File: src/rtl/qec_pulse_sequencer.sv
// Closed-loop QEC bus master for the 3x3 qubit grid register port.
// Samples the syndrome, then holds correction pulses on the flagged qubits.
module qec_pulse_sequencer #(
  parameter int MAX_ROUNDS = 8,
  parameter int CNT_W      = 16
) (
  input  logic             clk,
  input  logic             rst,
  input  logic             start,
  input  logic             abort,
  input  logic [15:0]      cfg_strength,
  input  logic [CNT_W-1:0] cfg_pulse_cycles,
  input  logic [CNT_W-1:0] cfg_settle_cycles,
  output logic             grid_cs,
  output logic             grid_we,
  output logic [3:0]       grid_addr,
  output logic [31:0]      grid_wdata,
  input  logic [31:0]      grid_rdata,
  output logic             busy,
  output logic             done,
  output logic             converged,
  output logic [7:0]       rounds,
  output logic [8:0]       last_syndrome
);

  typedef enum logic [2:0] {
    S_IDLE, S_CFG_EN, S_CFG_STR, S_SAMPLE,
    S_PULSE, S_SETTLE, S_DONE, S_HALT
  } state_e;

  state_e           state_q, state_d;
  logic [15:0]      str_q, str_d;
  logic [CNT_W-1:0] pulse_q, pulse_d;
  logic [CNT_W-1:0] settle_q, settle_d;
  logic [CNT_W-1:0] pcnt_q, pcnt_d;
  logic [CNT_W-1:0] scnt_q, scnt_d;
  logic [8:0]       mask_q, mask_d;
  logic [8:0]       syn_q, syn_d;
  logic [7:0]       rounds_q, rounds_d;
  logic             conv_q, conv_d;
  logic             busy_q, busy_d;
  logic             done_q, done_d;
  logic [8:0]       syn_w;
  logic             unused_rdata;

  assign syn_w        = grid_rdata[8:0];
  assign unused_rdata = ^grid_rdata[31:9];

  always_comb begin
    state_d  = state_q;
    str_d    = str_q;
    pulse_d  = pulse_q;
    settle_d = settle_q;
    pcnt_d   = pcnt_q;
    scnt_d   = scnt_q;
    mask_d   = mask_q;
    syn_d    = syn_q;
    rounds_d = rounds_q;
    conv_d   = conv_q;
    unique case (state_q)
      S_IDLE: begin
        if (abort) begin
          state_d = S_HALT;
        end else if (start) begin
          str_d    = cfg_strength;
          pulse_d  = cfg_pulse_cycles;
          settle_d = cfg_settle_cycles;
          rounds_d = '0;
          conv_d   = 1'b0;
          state_d  = S_CFG_EN;
        end
      end
      S_CFG_EN:  state_d = S_CFG_STR;
      S_CFG_STR: state_d = S_SAMPLE;
      S_SAMPLE: begin
        syn_d  = syn_w;
        mask_d = syn_w;
        if (syn_w == '0) begin
          conv_d  = 1'b1;
          state_d = S_DONE;
        end else if (rounds_q == 8'(MAX_ROUNDS)) begin
          conv_d  = 1'b0;
          state_d = S_DONE;
        end else begin
          rounds_d = rounds_q + 8'd1;
          pcnt_d   = (pulse_q == '0) ? CNT_W'(1) : pulse_q;
          state_d  = S_PULSE;
        end
      end
      S_PULSE: begin
        if (pcnt_q <= CNT_W'(1)) begin
          if (settle_q != '0) begin
            scnt_d  = settle_q;
            state_d = S_SETTLE;
          end else begin
            state_d = S_SAMPLE;
          end
        end else begin
          pcnt_d = pcnt_q - CNT_W'(1);
        end
      end
      S_SETTLE: begin
        if (scnt_q <= CNT_W'(1)) state_d = S_SAMPLE;
        else scnt_d = scnt_q - CNT_W'(1);
      end
      S_DONE:  state_d = S_IDLE;
      S_HALT:  state_d = S_IDLE;
      default: state_d = S_IDLE;
    endcase
    // abort overrides the sequencing but the cycle's bus access still lands
    if (abort && state_q != S_IDLE && state_q != S_HALT) begin
      state_d  = S_HALT;
      rounds_d = rounds_q;
    end
    if (state_d == S_HALT) conv_d = 1'b0;
    busy_d = (state_d != S_IDLE);
    done_d = (state_d == S_DONE);
  end

  always_comb begin
    grid_cs    = 1'b0;
    grid_we    = 1'b0;
    grid_addr  = 4'h0;
    grid_wdata = 32'h0;
    unique case (state_q)
      S_CFG_EN: begin
        grid_cs    = 1'b1;
        grid_we    = 1'b1;
        grid_wdata = 32'd1;
      end
      S_CFG_STR: begin
        grid_cs    = 1'b1;
        grid_we    = 1'b1;
        grid_addr  = 4'h3;
        grid_wdata = {16'b0, str_q};
      end
      S_SAMPLE: begin
        grid_cs   = 1'b1;
        grid_addr = 4'h2;
      end
      S_PULSE: begin
        grid_cs    = 1'b1;
        grid_we    = 1'b1;
        grid_addr  = 4'h1;
        grid_wdata = {23'b0, mask_q};
      end
      S_HALT: begin
        grid_cs = 1'b1;
        grid_we = 1'b1;
      end
      default: ;
    endcase
  end

  always_ff @(posedge clk) begin
    if (rst) begin
      state_q  <= S_IDLE;
      str_q    <= '0;
      pulse_q  <= '0;
      settle_q <= '0;
      pcnt_q   <= '0;
      scnt_q   <= '0;
      mask_q   <= '0;
      syn_q    <= '0;
      rounds_q <= '0;
      conv_q   <= 1'b0;
      busy_q   <= 1'b0;
      done_q   <= 1'b0;
    end else begin
      state_q  <= state_d;
      str_q    <= str_d;
      pulse_q  <= pulse_d;
      settle_q <= settle_d;
      pcnt_q   <= pcnt_d;
      scnt_q   <= scnt_d;
      mask_q   <= mask_d;
      syn_q    <= syn_d;
      rounds_q <= rounds_d;
      conv_q   <= conv_d;
      busy_q   <= busy_d;
      done_q   <= done_d;
    end
  end

  assign busy          = busy_q;
  assign done          = done_q;
  assign converged     = conv_q;
  assign rounds        = rounds_q;
  assign last_syndrome = syn_q;

endmodule

File: config.mk
export PLATFORM = sky130hd
export DESIGN_NAME = qec_pulse_sequencer
export DESIGN_NICKNAME = d
export VERILOG_FILES = /design/src/rtl/qec_pulse_sequencer.sv
export SDC_FILE = /design/constraint.sdc
export NUM_CORES = 1
export LEC_CHECK = 0
export BUFFER_PORTS_ARGS = -buffer_cell sky130_fd_sc_hd__buf_2
export CORE_UTILIZATION = 30
export DETAILED_ROUTE_END_ITERATION = 16
export PLACE_DENSITY_LB_ADDON = 0.05
export SYNTH_ARGS = -nofsm -noshare
export SYNTH_HDL_FRONTEND = slang
export SYNTH_SLANG_ARGS = --single-unit
File: constraint.sdc
create_clock -name clk -period 2.87 [get_ports clk]
set_input_delay 0.7175 -clock clk [delete_from_list [all_inputs] [get_ports clk]]
set_output_delay 0.7175 -clock clk [all_outputs]
set_load 0.05 [all_outputs]
==> results of run 1 <==
power by group:
group	switching, mW	leakage [nW]	internal, mW
sequential	0.0635	0.834	1.49
combinational	0.632	1.54	0.300
clock	0.565	0.176	0.901
total	1.26	2.55	2.69
registers in the layout (all words and copies together), names as in the netlist:
signal	flops
busy	1
converged	1
done	1
last_syndrome	9
pcnt_q	16
pulse_q	16
rounds	8
scnt_q	16
settle_q	16
state_q	3
str_q	16
critical path: stages (launching register included):
cell and delay (ns):
dfxtp_1 0.56, nand2b_1 0.18, nor2_1 0.12, buf_4 0.28, a22o_1 0.18, buf_2 0.27
path summary, 6_finish.rpt:
path | end | from | cells after the start
worst max-delay path | grid_wdata[8] | state_q[2] | 5
worst max register to register | scnt_q[3] | pcnt_q[6] | 7
worst min-delay path | str_q[12] | str_q[12] | 2
worst min register to register | str_q[12] | str_q[12] | 2
cell usage in the layout (no fill, tap or decap), drive strengths merged, types with 3 or more instances in the layout:
| master | netlist | layout |
|---|---|---|
| inv | 14 | 14 |
| or3 | 5 | 5 |
| a21oi | 110 | 110 |
| nand4 | 3 | 3 |
| nand3 | 13 | 13 |
| conb | 1 | 18 |
| bufinv | 0 | 3 |
| or2 | 5 | 5 |
| nor4 | 16 | 16 |
| o32ai | 5 | 5 |
| dfxtp | 103 | 103 |
| nand3b | 3 | 3 |
| o41ai | 6 | 6 |
| and3 | 10 | 10 |
| nand2 | 169 | 169 |
| xnor2 | 4 | 4 |
| a21o | 5 | 5 |
| nor3 | 17 | 17 |
| buf | 23 | 127 |
| nor3b | 4 | 4 |
| o31ai | 4 | 4 |
| nor2 | 56 | 56 |
| and2 | 3 | 3 |
| a22o | 9 | 9 |
| ha | 6 | 6 |
| a31oi | 5 | 5 |
| or4 | 3 | 3 |
| clkbuf | 40 | 11 |
| o21ai | 40 | 40 |
layer usage:
metal | vias up | part of all wire | track usage
met5 | - | 0 | 0
met4 | 0 | 0.017 | 0.06305
li1 | 2630 | - | -
met1 | 2447 | 0.46 | 0.2266
met3 | 18 | 0.044 | 0.03741
met2 | 113 | 0.47 | 0.2933
cells by family (layout without fill, tap and decap cells):
| kind of cell | after synthesis | after routing | share of synthesized area |
|---|---|---|---|
| simple gates | 318 | 318 | 0.2758 |
| compound gates | 203 | 203 | 0.2354 |
| flops | 103 | 103 | 0.3922 |
| buf+inv | 77 | 157 | 0.07139 |
| fa+ha+maj | 6 | 6 | 0.01428 |
| xor+xnor | 5 | 5 | 0.008329 |
| other cells | 1 | 18 | 0.0007133 |
| mux | 1 | 1 | 0.001904 |
stage by stage:
stage | utilization | hold WS, ns
6_report | 0.3703 | 0.4513
5_1_grt | 0.3703 | 0.4713
4_1_cts | 0.3702 | 0.4522
3_5_place_dp | 0.3494 | 0.4420
3_3_place_gp | 0.3494 | 0.4395
2_1_floorplan | - | 0.4319
final cells by class:
type,count,share of cell area
sequential,103,0.3244
multi-input combinational,551,0.4545
clock buffer,11,0.03974
clock inverter,5,0.01633
inverter,14,0.008263
timing repair buffer,127,0.1125
tap,225,0.04427
repair_timing:
item | in CTS | in global routing
resized for setup | 0 | 1
setup endpoints to repair | 0 | 10
hold endpoints to repair | 0 | 0
==> reports/results.tsv, run 1 <==
metric	value	unit
path_class	reg -> out	
drc	0	
grt_max_degree	45	
final_cells	1036	
ys_seq_elements	103	
hold_viol_final	0	
yosysSeqAreaShare	0.3922	
rsz0062_at_grt	false	
yosys_warnings	0	
fin_crit_sh	0.9319	
design_area	0.006360	mm^2
clock_sinks	103	
coreArea	0.01718	mm^2
dieWidth	134.4	um
placedCellCount	1020	
routed_wl	15620	um
p_leak	2.548	nW
synthTopCellsByCount	nand2_1, a21oi_1, dfxtp_1, nor2_1, clkbuf_1	
cts_buffer_depth	2	
fin_crit	2.675	ns
p_total	3.951	mW
synth_cell_type_count	62	
syn-cell-area	0.005258	mm^2
syn_to_final_growth	20.97	%
numCtsBuffers	9	
synth.top_cell.area_share	0.3922	
regArea	0.002063	mm^2
die_area	0.01806	mm^2
drt-pass1-iter-count	4	
antenna_left	0	
path_max_fanout	21	
maxSlewHeadroom	0.5466	
drtIter0Drc	328	
vias	5208	
fin_nets	896	
vdd_drop_max	0.3188	mV
setup_ws	0.1954	ns
io_pins	142	
hp-class	reg -> reg	
synthTopCellsByArea	dfxtp_1, nand2_1, a21oi_1	
antenna_found_initial	0	
port_buffers	100	
cp-end-kind	primary output	
p_per_area	621.2	mW/mm^2
fill_cells	1882	
postCtsHoldBufs	0	
rrSetupSlack	0.33	ns
slew_viol_final	0	
clk_pin_slew	0.07	ns
synth_ff_type	dfxtp_1	
status	finished clean	
drive_gt1_frac	0.2010	
synth_edf_count	0	
postCtsSetupRepairBufs	0	
antenna_cells	0	
place_congestion	0.7931	
final-setup-viol-count	0	
fp-row-count	48	
yosysTopAreaCell	dfxtp_1	
cts_root_buffer	clkbuf_16	
multi_input_area	0.002890	mm^2
cts_tree	built	
worst_slew_pin_slew	0.6739	ns
h-tree-depth	3	
skew	0.01090	ns
synth_most_common_cell	nand2_1	
dp_hpwl	10900	um
startpoint_type	flip-flop	
crit_required	2.15	ns
fp.dieH	134.4	um
overflow	0	
postPlaceCellArea	0.006002	mm^2
grt_pass1_vias	4974	
dp_slack	0.3538	ns
vias_per_cell	5.027	
cap_violations	0	
setup_tns	0	ns
post_synth.cell_area_avg	7.364	um^2
crit_arrival	1.96	ns
syn_inst	714	
grt_util_all_layers	0.1772	
clock_latency	0.36	ns
async_flop_share	0	
grt_pass1_wl	25250	um
wl_per_cell	15.07	um
initial_core_util	0.3061	
max_freq	373.9	MHz
Note: power is estimated with default switching activity, not from simulation.
==> run 2, diff against run 1 <==
Settings changed: CORE_ASPECT_RATIO set to 0.6.
==> run 2 against run 1 <==
Net effect: cell count is 0.87% higher; design area shrank 0.35%; setup slack improved by 0.0016 ns; largest cell class unchanged; largest power group unchanged.
==> reports/results.tsv, run 2 (synthesis results as in run 1) <==
metric	value	unit	change
io_pins	142		unchanged
clock_latency	0.35	ns	about the same
cts_buffer_depth	2		unchanged
fp-row-count	37		-23%
worst_slew_pin_slew	0.7001	ns	+0.02617 ns
vias_per_cell	5.056		+0.57%
cp-end-kind	primary output		
crit_required	2.15	ns	about the same
rrSetupSlack	0.35	ns	+0.02 ns
hold_ws	0.4554	ns	+0.004077 ns
port_buffers	100		unchanged
postCtsHoldBufs	0		unchanged
crit_path_start	state_q[2]		
postPlaceCellArea	0.006026	mm^2	+0.40%
overflow	0		unchanged
maxSlewHeadroom	0.5322		-0.01435
fill_cells	1873		-0.48%
mostFrequentLayoutCells	nand2_1, a21oi_1, dfxtp_1, buf_2, nor2_1		
critPathSlowestCell	dfxtp_1		
mostFrequentLayoutCell	nand2_1		
timing.rr.start	pcnt_q[6]		
grt_max_degree	94		+110%
antenna_found_initial	1		+1
wl_per_cell	15.97	um	+5.9%
startpoint_type	flip-flop		
fp.dieH	104.5	um	-22%
vdd_drop_max	0.3138	mV	-1.6%
routed_wl	16680	um	+6.8%
final-setup-viol-count	0		unchanged
drive_gt1_frac	0.2010		unchanged
drtIter0Drc	270		-18%
dieWidth	172.9	um	+29%
final_cells	1045		+0.87%
cts_tree	built		
initial_core_util	0.3069		+0.0008496
drt-pass1-iter-count	5		+1
status	finished clean		
die_area	0.01808	mm^2	+0.10%
fin_nets	896		unchanged
p_leak	2.530	nW	-0.71%
path_max_fanout	21		unchanged
cpPeakStageDelay	0.55	ns	about the same
crit_arrival	1.96	ns	about the same
drc	0		unchanged
cts_root_buffer	clkbuf_16		
postCtsSetupRepairBufs	0		unchanged
hold_viol_final	0		unchanged
worstHoldStart	str_q[15]		
grt_pass1_vias	4989		+0.30%
grt_pass1_wl	27080	um	+7.2%
min_to	str_q[15]		
coreArea	0.01713	mm^2	-0.28%
clock_sinks	103		unchanged
dp_hpwl	11610	um	+6.5%
finish.utilization	0.3700		about the same
hp-class	reg -> reg		
antenna_cells	0		unchanged
syn_to_final_growth	20.54	%	
clk_pin_slew	0.07	ns	about the same
h-tree-depth	3		unchanged
numCtsBuffers	9		unchanged
rsz0062_at_grt	false		
setup_tns	0	ns	unchanged
hold_depth	2		unchanged
path_class	reg -> out		
r2r_cells	7		unchanged
p_per_area	598.8	mW/mm^2	-3.6%
antenna_left	0		unchanged
r2r-end	pcnt_q[0]		
place_congestion	0.8366		+5.5%
fin_crit_sh	0.9314		about the same
design_area	0.006337	mm^2	-0.35%
path_cells	nand2b_1 > nor2_1 > buf_4 > a22o_1 > buf_2		
placedCellCount	1029		+0.88%
slew_viol_final	0		unchanged
cap_violations	0		unchanged
vias	5283		+1.4%
skew	0.01298	ns	+0.002081 ns
grt_util_all_layers	0.1859		+0.008755
max_freq	374.1	MHz	about the same
fin_crit	2.673	ns	-0.001579 ns
cts_resized	0		unchanged
==> run 2: cell types whose count changed in the layout (fill, tap and decap cells not counted), sizes merged <==
| cell | delta |
|---|---|
| bufinv | -2 |
| clkbuf | -2 |
| clkinvlp | +1 |
| inv | +3 |
==> run 2: area by class of cell <==
cell class / count / area [um^2] / area share
clock buffers: 9 / 225.2 / 0.03554
clock inverters: 7 / 77.57 / 0.01224
inverters: 14 / 52.55 / 0.008292
multi-input cells: 551 / 2898 / 0.4573
flip-flops and latches: 103 / 2063 / 0.3256
well taps: 234 / 292.8 / 0.04620
repair buffers: 127 / 728.2 / 0.1149
==> run 2: worst max path at each step <==
stage,to,slack [ns],depth (start not counted)
final,grid_wdata[4],0.20,5
after global routing,grid_wdata[5],0.08,5
after CTS,scnt_q[1],0.05,7
after detailed placement,scnt_q[1],0.08,7
after global placement,scnt_q[1],0.12,7
after floorplan,grid_wdata[0],0.07,7
==> run 2: report_power, final <==
part / internal (mW) / total, mW / switching, mW
combinational: 0.299 / 0.963 / 0.665
clock: 0.688 / 1.28 / 0.595
sequential: 1.49 / 1.55 / 0.0608
==> run 2: per-layer routing <==
metal  part of all wire  vias to the layer above  GRT usage
li1                   -                     2638          -
met1               0.56                     2489     0.2934
met2               0.37                      143     0.2509
met3              0.056                       11    0.04367
met4             0.0054                        2    0.03097
met5            0.00060                        -          0
==> run 2: worst max-delay path, delay by kind of cell, from the launching register on <==
family / cells / cell delay (ns)
simple gates: 2 / 0.29
compound gates: 1 / 0.21
flops: 1 / 0.55
buf+inv: 2 / 0.56
==> run 2: metrics by stage <==
step | setup WS, ns | power [mW]
CTS | 0.04885 | 3.831
global route | 0.08104 | 3.991
finish | 0.1969 | 3.795
detailed placement | 0.08438 | 2.536
floorplan | 0.07192 | 2.249
global placement | 0.1156 | 2.532
